**src/rtl/cordic_pkg.sv**
```systemverilog
// rtl/cordic_pkg.sv - shared FP32 field layout, arctangent table and sequencer states for the CORDIC engine
package cordic_pkg;

    localparam int FP_W     = 32;
    localparam int EXP_W    = 8;
    localparam int MAN_W    = 23;
    localparam int EXP_LSB  = 23;
    localparam int SIGN_BIT = 31;
    localparam int MAX_ITER = 24;
    localparam int ITER_W   = 5;
    localparam int CNT_W    = 3;

    localparam logic [EXP_W-1:0] EXP_MAX = 8'hFF;

    typedef enum logic [2:0] {
        S_IDLE,
        S_ISSUE,
        S_WAIT,
        S_UPDATE,
        S_FIN
    } state_t;

    // atan(2^-i) rounded to nearest FP32; from i=12 on the value equals 2^-i
    localparam logic [FP_W-1:0] ATAN_TABLE [0:MAX_ITER-1] = '{
        32'h3F490FDB, 32'h3EED6338, 32'h3E7ADBB0, 32'h3DFEADD5,
        32'h3D7FAADE, 32'h3CFFEAAE, 32'h3C7FFAAB, 32'h3BFFFEAB,
        32'h3B7FFFAB, 32'h3AFFFFEB, 32'h3A7FFFFB, 32'h39FFFFFF,
        32'h39800000, 32'h39000000, 32'h38800000, 32'h38000000,
        32'h37800000, 32'h37000000, 32'h36800000, 32'h36000000,
        32'h35800000, 32'h35000000, 32'h34800000, 32'h34000000
    };

    function automatic logic [FP_W-1:0] atan_rom(input logic [ITER_W-1:0] i);
        return (i < ITER_W'(MAX_ITER)) ? ATAN_TABLE[i] : '0;
    endfunction

endpackage

```
**src/rtl/cordic_iter_ctrl_fp_exp_shift.sv**
```systemverilog
// rtl/cordic_iter_ctrl_fp_exp_shift.sv - scales an FP32 operand by 2^-shamt through exponent decrement
module fp_exp_shift
    import cordic_pkg::*;
(
    input  logic [FP_W-1:0]  operand,
    input  logic [EXP_W-1:0] shamt,
    output logic [FP_W-1:0]  result
);

    logic [EXP_W-1:0] exp_f;

    // Denormals and underflow flush to a signed zero; Inf/NaN pass through untouched
    always_comb begin
        exp_f = operand[EXP_LSB +: EXP_W];
        if (exp_f == EXP_MAX) begin
            result = operand;
        end else if ((exp_f == '0) || (exp_f <= shamt)) begin
            result = {operand[SIGN_BIT], {(FP_W-1){1'b0}}};
        end else begin
            result = {operand[SIGN_BIT], exp_f - shamt, operand[MAN_W-1:0]};
        end
    end

endmodule

```
**src/rtl/cordic_iter_ctrl.sv**
```systemverilog
// rtl/cordic_iter_ctrl.sv - iterative CORDIC sequencer that feeds the X/Y/angle stages and collects their results
module cordic_iter_ctrl
    import cordic_pkg::*;
#(
    parameter int N_ITER    = 16,
    parameter int STAGE_LAT = 1
) (
    input  logic              clk,
    input  logic              rst,
    input  logic              start,
    input  logic [FP_W-1:0]   x0,
    input  logic [FP_W-1:0]   y0,
    input  logic [FP_W-1:0]   z0,
    output logic [FP_W-1:0]   stage_x,
    output logic [FP_W-1:0]   stage_y,
    output logic [FP_W-1:0]   stage_z,
    output logic [FP_W-1:0]   stage_x_shift,
    output logic [FP_W-1:0]   stage_y_shift,
    output logic [FP_W-1:0]   stage_atan,
    output logic              stage_dir,
    output logic              stage_valid,
    input  logic [FP_W-1:0]   x_next,
    input  logic [FP_W-1:0]   y_next,
    input  logic [FP_W-1:0]   z_next,
    output logic [ITER_W-1:0] iter,
    output logic              busy,
    output logic              done,
    output logic [FP_W-1:0]   x_out,
    output logic [FP_W-1:0]   y_out,
    output logic [FP_W-1:0]   z_out
);

    localparam logic [ITER_W-1:0] LAST_ITER = ITER_W'(N_ITER - 1);
    localparam logic [CNT_W-1:0]  WAIT_LOAD = CNT_W'(STAGE_LAT - 1);

    state_t            state_q, state_d;
    logic [FP_W-1:0]   x_q, x_d, y_q, y_d, z_q, z_d;
    logic [FP_W-1:0]   x_out_q, x_out_d, y_out_q, y_out_d, z_out_q, z_out_d;
    logic [ITER_W-1:0] iter_q, iter_d;
    logic [CNT_W-1:0]  cnt_q, cnt_d;
    logic              busy_q, busy_d;
    logic              done_q, done_d;
    logic              valid_q, valid_d;

    always_comb begin
        state_d = state_q;
        x_d     = x_q;
        y_d     = y_q;
        z_d     = z_q;
        x_out_d = x_out_q;
        y_out_d = y_out_q;
        z_out_d = z_out_q;
        iter_d  = iter_q;
        cnt_d   = cnt_q;
        busy_d  = busy_q;
        done_d  = 1'b0;
        valid_d = 1'b0;
        case (state_q)
            S_IDLE: begin
                if (start) begin
                    x_d     = x0;
                    y_d     = y0;
                    z_d     = z0;
                    iter_d  = '0;
                    busy_d  = 1'b1;
                    valid_d = 1'b1;
                    state_d = S_ISSUE;
                end
            end
            S_ISSUE: begin
                cnt_d   = WAIT_LOAD;
                state_d = S_WAIT;
            end
            // Results are valid STAGE_LAT cycles after the strobe, i.e. in the last WAIT cycle
            S_WAIT: begin
                if (cnt_q == '0) begin
                    x_d     = x_next;
                    y_d     = y_next;
                    z_d     = z_next;
                    state_d = S_UPDATE;
                end else begin
                    cnt_d = cnt_q - 1'b1;
                end
            end
            S_UPDATE: begin
                if (iter_q == LAST_ITER) begin
                    x_out_d = x_q;
                    y_out_d = y_q;
                    z_out_d = z_q;
                    busy_d  = 1'b0;
                    done_d  = 1'b1;
                    state_d = S_FIN;
                end else begin
                    iter_d  = iter_q + 1'b1;
                    valid_d = 1'b1;
                    state_d = S_ISSUE;
                end
            end
            S_FIN: begin
                state_d = S_IDLE;
            end
            default: begin
                state_d = S_IDLE;
            end
        endcase
    end

    always_ff @(posedge clk) begin
        if (rst) begin
            state_q <= S_IDLE;
            x_q     <= '0;
            y_q     <= '0;
            z_q     <= '0;
            x_out_q <= '0;
            y_out_q <= '0;
            z_out_q <= '0;
            iter_q  <= '0;
            cnt_q   <= '0;
            busy_q  <= 1'b0;
            done_q  <= 1'b0;
            valid_q <= 1'b0;
        end else begin
            state_q <= state_d;
            x_q     <= x_d;
            y_q     <= y_d;
            z_q     <= z_d;
            x_out_q <= x_out_d;
            y_out_q <= y_out_d;
            z_out_q <= z_out_d;
            iter_q  <= iter_d;
            cnt_q   <= cnt_d;
            busy_q  <= busy_d;
            done_q  <= done_d;
            valid_q <= valid_d;
        end
    end

    fp_exp_shift u_x_shift (
        .operand (x_q),
        .shamt   ({{(EXP_W-ITER_W){1'b0}}, iter_q}),
        .result  (stage_x_shift)
    );

    fp_exp_shift u_y_shift (
        .operand (y_q),
        .shamt   ({{(EXP_W-ITER_W){1'b0}}, iter_q}),
        .result  (stage_y_shift)
    );

    // The table is gated by busy so an idle engine presents all-zero operands
    assign stage_atan  = busy_q ? atan_rom(iter_q) : '0;
    assign stage_x     = x_q;
    assign stage_y     = y_q;
    assign stage_z     = z_q;
    assign stage_dir   = z_q[SIGN_BIT];
    assign stage_valid = valid_q;
    assign iter        = iter_q;
    assign busy        = busy_q;
    assign done        = done_q;
    assign x_out       = x_out_q;
    assign y_out       = y_out_q;
    assign z_out       = z_out_q;

endmodule

```
**config.mk**
```make
export PLATFORM = sky130hd
export DESIGN_NAME = cordic_iter_ctrl
export DESIGN_NICKNAME = d
export VERILOG_FILES = /design/src/rtl/cordic_pkg.sv /design/src/rtl/cordic_iter_ctrl_fp_exp_shift.sv /design/src/rtl/cordic_iter_ctrl.sv
export SDC_FILE = /design/constraint.sdc
export NUM_CORES = 1
export LEC_CHECK = 0
export BUFFER_PORTS_ARGS = -buffer_cell sky130_fd_sc_hd__clkbuf_2
export CAP_MARGIN = 20
export CORE_AREA = 5 5 187 189
export DETAILED_ROUTE_END_ITERATION = 8
export DIE_AREA = 0 0 192 194
export GPL_ROUTABILITY_DRIVEN = 0
export HOLD_SLACK_MARGIN = 0.02
export PLACE_DENSITY = 0.65
export SYNTH_ARGS = -nofsm -noshare
export SYNTH_HDL_FRONTEND = slang
export SYNTH_SLANG_ARGS = --single-unit
```
**constraint.sdc**
```tcl
create_clock -name clk -period 2.5 [get_ports clk]
set_input_delay 0.5 -clock clk [delete_from_list [all_inputs] [get_ports clk]]
set_output_delay 0.5 -clock clk [all_outputs]
set_load 0.02 [all_outputs]
```
* After elaboration in Yosys (flattened, before gate mapping)
Memories as Yosys holds them, arrays and structs flattened.
Index checks and enable logic that the tools add are counted.
** Storage, ports and cells
- Register bits after elaboration :: 206
- ROM bits :: 1024
- Bits of input ports :: 195
- Output and inout bits :: 297
- Logic and storage cells :: 83
- Memories kept :: 1
** Memory list
- (name not given) :: words 32, bits a word 32, read ports 1, clocked after Yosys merged registers in 0, wr ports 0, line cordic_pkg.sv:34 : return (i < ITER_W'(MAX_ITER)) ? ATAN_TABLE[i] : '0;
** Cells by class
- Add/sub/neg operators :: 4
- Magnitude comparators :: 4
- Eq/ne operators :: 11
- Mux-type cells :: 33
- Bitwise gates (word level) :: 2
- Reductions and logical operators :: 16
** Operator list (number)
- $mux W32 :: 10
- $pmux W32 S2 :: 3
- $mux W31 :: 4
- $eq A8 B8 Y1 const B :: 2
- $le A8 B5 Y1 :: 2
- $logic_not A8 Y1 :: 2
- $sub A8 B5 Y8 :: 2
- $mux W3 :: 4
- $pmux W3 S4 :: 1
- $mux W5 :: 2
- $ne A2 B2 Y1 const B :: 5
- $pmux W5 S2 :: 1
- $reduce_and A3 Y1 :: 3
- $eq A3 B2 Y1 const B :: 2
- $ge A6 B6 Y1 const B :: 1
- $logic_not A3 Y1 :: 2
- $not A5 Y6 :: 1
- $pmux W3 S2 :: 1
- $reduce_and A2 Y1 :: 3
- $reduce_bool A2 Y1 :: 3
- $add A5 B1 Y5 const B :: 1
- $eq A5 B4 Y1 const B :: 1
- $lt A5 B5 Y1 const B :: 1
- $mux W1 :: 5
- 6 further kinds :: 8

* Logic depth before layout (Yosys ltp)
Gate-level depths: netlist of run 1.
- Depth in word-level cells :: 6
- Depth in mapped cells :: 10
- Gate-level depth less buffers :: 8

* Cells and area by module
A second synthesis of run 1 with hierarchy kept.
** Unflattened totals
- Cells, all modules :: 1297
- Area total of the unflattened synthesis :: 10248.6 um2
** Modules (own cells, without submodules)
- cordic_iter_ctrl :: instances 1, cells an instance 1117, area an instance 8997.4 um2, sequential area each 4124.0 um2
- fp_exp_shift :: instances 2, cells an instance 90, area an instance 625.6 um2, sequential area each 0.0 um2

* Worst setup path before layout of run 1
Ideal clock, no wire load.
- Path type :: reg2out
- Start :: register iter_q[1], in the netlist iter[1]
- End :: output stage_x_shift[14]
- Data arrival time :: 2464 ps
- Required time :: 2000 ps
- Slack :: -464 ps
- Cell stages (with the launch flop) :: 8
- Buffers on the path :: 1
- Path through :: dfxtp_1 inv_1 fa_1 a211oi_2 o21bai_1 a2111o_1 clkbuf_1 and2_1
** Between the ends
- Cells in the longest elaborated chain, start to end :: 4
** Ends and longest elaborated chain
- start, declared :: line cordic_iter_ctrl.sv:39 : logic [ITER_W-1:0] iter_q, iter_d;
- start signal, assigned :: line cordic_iter_ctrl.sv:130 : iter_q <= iter_d;
- $le A8 B5 Y1 :: line cordic_iter_ctrl_fp_exp_shift.sv:17 : end else if ((exp_f == '0) || (exp_f <= shamt)) begin
- $logic_or A1 B1 Y1 :: line cordic_iter_ctrl_fp_exp_shift.sv:17
- $mux W31 :: line cordic_iter_ctrl_fp_exp_shift.sv:17
- $mux W31 :: line cordic_iter_ctrl_fp_exp_shift.sv:15 : if (exp_f == EXP_MAX) begin
- end, declared :: line cordic_iter_ctrl.sv:17 : output logic [FP_W-1:0] stage_x_shift,
No other way between the ends.

* Worst setup path in the final report of run 1
- Start :: register x_q[23], in the netlist stage_x[23]
- End :: output stage_x_shift[14]
** Between the ends
- Cells in the longest elaborated chain, start to end :: 4
- Elaborated cells between the ends (all ways) :: 6
- Those cells by class :: order compare: 1; eq/ne: 1; mux: 2; reduce/logical: 2
** Ends and longest elaborated chain
- start, declared :: line cordic_iter_ctrl.sv:37 : logic [FP_W-1:0] x_q, x_d, y_q, y_d, z_q, z_d;
- start signal, assigned :: line cordic_iter_ctrl.sv:111 : x_q <= '0;
- start signal, assigned :: line cordic_iter_ctrl.sv:124 : x_q <= x_d;
- $le A8 B5 Y1 or $logic_not A8 Y1 (tied branches) :: line cordic_iter_ctrl_fp_exp_shift.sv:17
- $logic_or A1 B1 Y1 :: line cordic_iter_ctrl_fp_exp_shift.sv:17
- $mux W31 :: line cordic_iter_ctrl_fp_exp_shift.sv:17
- $mux W31 * :: line cordic_iter_ctrl_fp_exp_shift.sv:15
Mark *: on every way between the ends. The rest lies on a longest branch, timed or not.

==> results of run 1 <==
==> how the worst max path moves through the flow <==
stage	to	slack, ns
after floorplan	stage_x_shift[14]	-0.18
after global placement	stage_x_shift[14]	-0.25
after detailed placement	stage_y_shift[0]	-0.31
after CTS	stage_y_shift[0]	-0.81
after global routing	stage_x_shift[14]	-0.90
final	stage_x_shift[14]	-0.78
==> synth_stat cells (2+ instances only) <==
cell type and n:
fa_1 2, nor3_1 3, a21o_1 2, and3_1 4, xor2_1 4, a21oi_1 130, a2111oi_2 2, or2_2 4
nand2b_1 6, o21ai_0 10, buf_2 36, o31ai_1 4, xnor2_1 5, nand3_1 4, nand2_1 194, nor2_1 131
clkbuf_1 54, o311a_1 3, inv_1 21, dfxtp_1 206, mux2i_1 99, and2_1 46, o21a_1 2, a211oi_1 100
o22ai_1 2, nor4_1 2, nand4_1 4, or3_1 3, nor2b_1 4, a211oi_2 2, a31o_2 2, a2111o_1 2
a32oi_1 2, buf_4 15, or4_1 2, o21bai_1 2, a31oi_1 3, ha_1 20, buf_1 3
==> worst max-delay path: stages (launching register included) <==
cell	delay, ns
dfxtp_2	0.32
inv_2	0.07
ha_4	0.14
inv_2	0.04
fa_2	0.36
a211oi_2	0.24
o21bai_1	0.13
a2111o_1	0.41
buf_6	0.18
and2_2	0.20
clkbuf_2	0.15
==> sequential cells by signal, indices dropped and copies added, names as in the netlist <==
| register | cells |
|---|---|
| busy | 1 |
| cnt_q | 3 |
| done | 1 |
| iter | 5 |
| stage_valid | 1 |
| stage_x | 32 |
| stage_y | 32 |
| stage_z | 32 |
| state_q | 3 |
| x_out | 32 |
| y_out | 32 |
| z_out | 32 |
==> kinds of logic after synthesis <==
family,after synthesis,synth area share
AND/OR/NAND/NOR,415,0.188
AO/OA/AOI/OAI,270,0.179
flip-flops,206,0.429
buffers and inverters,131,0.0625
multiplexers,99,0.103
adder cells (fa/ha/maj),22,0.0302
XOR/XNOR,9,0.00820
other,1,0.000390
==> layout make-up <==
type	instances	area share
Clock buffer	35	0.0518
Clock inverter	7	0.00823
Inverter	22	0.00610
Multi-Input combinational cell	817	0.363
Sequential cell	206	0.293
Tap cell	448	0.0396
Timing Repair Buffer	569	0.238
==> power by group through the flow <==
| stage | Sequential, mW | Clock [mW] | Combinational [mW] |
|---|---|---|---|
| after CTS | 3.93 | 3.81 | 3.97 |
| after floorplan | 4.22 | 0 | 1.93 |
| final | 3.93 | 3.70 | 4.06 |
| after global routing | 3.97 | 3.96 | 4.37 |
| after global placement | 3.98 | 0 | 3.63 |
| after detailed placement | 3.99 | 0 | 3.69 |
==> layer usage <==
| layer | vias to the layer above | share of wire |
|---|---|---|
| met2 | 390 | 0.49 |
| met5 | - | 0 |
| met3 | 69 | 0.060 |
| li1 | 4933 | - |
| met1 | 4542 | 0.42 |
| met4 | 0 | 0.030 |
==> timing repair <==
action                                  4_1_cts  5_1_grt
endpoints found under the setup margin       75       81
pin swaps                                     3        7
setup buffers                                 4        3
hold buffers                                  0        0
endpoints found under the hold margin         0        0
gates resized for setup                      62       59
==> per-stage QoR <==
step	instance area, um2	setup slack [ns]	power [mW]	hold slack (ns)
2_1_floorplan	9670	-0.176	6.15	0.512
3_3_place_gp	12900	-0.254	7.62	0.441
3_5_place_dp	12900	-0.309	7.68	0.446
4_1_cts	14000	-0.806	11.7	0.274
5_1_grt	14100	-0.901	12.3	0.290
6_report	14100	-0.779	11.7	0.305
==> flow_summary.yaml, run 1 <==
run_status:
  status: "finished, violations left"
  violations: "negative setup slack"
power:
  clkPwrFrac: 0.316
  powerDensity_mw_per_mm2: 826
  swShare: 0.349
  ir_drop_mv: 0.479
  cellInternalPower_mw: 7.60
  p_seq_frac: 0.336
  p_leak_nw: 6.21
  p_comb_frac: 0.348
  switching_power_mw: 4.08
global_routing:
  grt_pass1_vias: 9694
  grt.busiest_layer: "met2"
  antenna_found_initial: 0
  overflow: 0
  grt_pass1_wl_mm: 54.4
  gr-usage-met3: 0.0297
  grt_max_degree: 68
  grtUsageMet1: 0.228
  use_met2: 0.310
  grt_use_total: 0.179
floorplan:
  die_area_mm2: 0.0372
  design.core.area_mm2: 0.0331
  initial_core_util: 0.290
  rows: 67
  die_w_um: 192
  die_h_um: 194
  num_io_pins: 492
logic_synthesis:
  yosys_warnings: 0
  synth-async-reset-ratio: 0
  synth.distinct_cells: 52
  synth_edf_count: 0
  synth_area_per_cell_um2: 8.34
  synthCells: 1153
  synthTopCellsByArea: "dfxtp_1, mux2i_1, a211oi_1, nand2_1, a21oi_1"
  synth_top_area_frac: 0.429
  synthesis.area_mm2: 0.00961
  synth_top_area_cell: "dfxtp_1"
  synth-main-ff-cell: "dfxtp_1"
  seq_area_frac_synth: 0.429
  synth-seq-cells: 206
worst_setup_path:
  arrival_ns: 2.78
  path_class: "flip-flop to output pin"
  r2r_slack_ns: 0.29
  required_ns: 2.00
  r2r_end: "iter[3]"
  cp-startpoint: "stage_x[23]"
  r2r-start: "iter[0]"
  cp_max_fo: 15
  rr_worst_depth: 8
  crit_path_start_kind: "flip-flop"
  cp-end-kind: "output pin"
drt:
  viasPerCell: 4.72
  routed_wl_mm: 35.4
  ant_nets: 0
  wl_per_cell_um: 16.8
  drt_iter0_drc: 482
  drc: 0
  num_vias: 9934
  first_pass_iters: 5
min_path:
  min_path_cells: 3
  hold_path_end: "stage_z[9]"
  hold_start: "z0[9]"
  hold_class: "input port to flip-flop"
layout:
  seqCellArea_mm2: 0.00414
  fillerInstances: 3336
  layout_commonest_cell: "clkbuf_2"
  final_cells: 2104
  multiInputGateArea_mm2: 0.00514
  fin_util: 0.427
  antenna-diode-count: 0
  final_nets: 1857
  area_delta_synth_final_pct: 47.1
  drive_gt1_frac: 0.407
  layout_common_cells: "clkbuf_2, dfxtp_1, nand2_1, nor2_1, a21oi_1"
clock_network:
  clk_pin_slew_ns: 0.06
  clock-root-buffer: "clkbuf_16"
  cts_made_buffers: 24
  cts.sinks: 206
  cts_max_level: 1
  cts_tree: "built"
  clkLatencyLatePin_ns: 0.51
  cts_buffer_depth: 3
sta:
  final_hold_viol_count: 0
  finalCritPeriodShare: 1.31
  fmax_mhz: 305
  fin_crit_ns: 3.28
  worst_slack_ns: -0.779
  drv_slew: 0
  rsz0062_at_grt: "yes"
  fin_skew_ns: 0.00922
  tns_ns: -44.74
  setup_viol: 62
placed_design:
  hpwl_mm: 26.9
  io_buffer_count: 489
  placedCellCount: 2056
job:
  maxCapViolCount: 0
Power figures use the tool's default switching activity.
==> inputs of run 2 (changes only) <==
--- a/config.mk
+++ b/config.mk
@@ -13,6 +13,7 @@
 export GPL_ROUTABILITY_DRIVEN = 0
 export HOLD_SLACK_MARGIN = 0.02
 export PLACE_DENSITY = 0.65
+export SETUP_SLACK_MARGIN = 0.05
 export SYNTH_ARGS = -nofsm -noshare
 export SYNTH_HDL_FRONTEND = slang
 export SYNTH_SLANG_ARGS = --single-unit
==> flow_summary.yaml, run 2 (synthesized netlist as in run 1, its figures left out) <==
run_status:
  status: "finished, violations left"
  violations: "negative setup slack"
layout:
  final_cells: 2103
  layout_commonest_cell: "clkbuf_2"
  drive_gt1_frac: 0.407
  antenna-diode-count: 0
  final_nets: 1856
  finalInstanceArea_mm2: 0.0142
  fillerInstances: 3330
  area_delta_synth_final_pct: 47.3
  layout_common_cells: "clkbuf_2, dfxtp_1, nand2_1, nor2_1, a21oi_1"
min_path:
  hold_class: "input port to flip-flop"
drt:
  first_pass_iters: 5
  wl_per_cell_um: 16.8
  routed_wl_mm: 35.4
  viasPerCell: 4.72
  num_vias: 9927
  drt_iter0_drc: 498
  drc: 0
  ant_nets: 0
sta:
  final_hold_viol_count: 0
  worst_slack_ns: -0.785
  drv_slew: 0
  setup_viol: 62
  fin_crit_ns: 3.28
  tns_ns: -44.78
  fin_skew_ns: 0.0102
  fmax_mhz: 304
  whs_ns: 0.305
  finalCritPeriodShare: 1.31
  rsz0062_at_grt: "yes"
global_routing:
  antenna_found_initial: 0
  grt_max_degree: 68
  grt_pass1_vias: 9693
  grt_use_total: 0.179
  grt_pass1_wl_mm: 54.4
  overflow: 0
power:
  p_leak_nw: 6.21
  ir_drop_mv: 0.479
  powerDensity_mw_per_mm2: 826
placed_design:
  io_buffer_count: 489
  placedInstanceArea_mm2: 0.0129
  dp_slack_ns: -0.309
  placedCellCount: 2056
  hpwl_mm: 26.9
clock_network:
  clock-root-buffer: "clkbuf_16"
  cts_max_level: 1
  cts.sinks: 206
  cts_buffer_depth: 3
  cts_tree: "built"
  cts_made_buffers: 24
  clk_pin_slew_ns: 0.06
  clkLatencyLatePin_ns: 0.51
floorplan:
  rows: 67
  die_area_mm2: 0.0372
  num_io_pins: 492
  initial_core_util: 0.290
  die_h_um: 194
  design.core.area_mm2: 0.0331
  die_w_um: 192
worst_setup_path:
  arrival_ns: 2.78
  required_ns: 2.00
  cp_max_fo: 15
  cp-end-kind: "output pin"
  path_class: "flip-flop to output pin"
  crit_path_start_kind: "flip-flop"
job:
  maxCapViolCount: 0
-- run 2: where the power goes --
part | internal (mW) | leakage, nW | switching (mW)
Clock | 2.33 | 0.416 | 1.36
Combinational | 1.70 | 4.11 | 2.37
Sequential | 3.58 | 1.69 | 0.350
Total | 7.61 | 6.21 | 4.08
-- run 2: layout make-up --
| class | count | area [um2] | area share |
|---|---|---|---|
| clock buffers | 35 | 733 | 0.0518 |
| clock inverters | 7 | 116 | 0.00822 |
| inverters | 22 | 86.3 | 0.00610 |
| multi-input cells | 817 | 5150 | 0.364 |
| flip-flops and latches | 206 | 4140 | 0.292 |
| well taps | 448 | 561 | 0.0396 |
| repair buffers | 568 | 3370 | 0.238 |
-- run 2: final timing paths --
check | from | endpoint | slack (ns) | cells past startpoint
max | stage_x[23] | stage_x_shift[14] | -0.78 | 10
min | z0[9] | stage_z[9] | 0.30 | 3
min reg2reg | x_out[9] | x_out[9] | 0.45 | 2
max reg2reg | iter[0] | iter[3] | 0.30 | 8
-- run 2: what timing repair did --
action	4_1_cts	5_1_grt
pin swaps	3	7
buffers inserted	4	2
hold buffers	0	0
resized for setup	68	66
cloned	0	0
hold endpoints to repair	0	0
setup endpoints to repair	80	82
-- run 2: per-stage QoR --
step	utilization	power (mW)
finish	0.428	11.7
global route	0.428	12.3
CTS	0.424	11.7
detailed placement	0.389	7.68
global placement	0.389	7.62
floorplan	-	6.15
-- run 2: per-layer routing --
layer / share of wire / track usage / up-vias
li1: - / - / 4930
met1: 0.42 / 0.228 / 4579
met2: 0.50 / 0.310 / 350
met3: 0.060 / 0.0297 / 68
met4: 0.029 / 0.0531 / 0
met5: 0 / 0 / -
-- run 2: critical path: stages (launching register included) --
cell	delay (ns)
dfxtp_2	0.32
inv_2	0.07
ha_4	0.14
inv_2	0.04
fa_2	0.36
a211oi_2	0.24
o21bai_1	0.13
a2111o_1	0.41
buf_6	0.18
and2_2	0.20
clkbuf_2	0.15
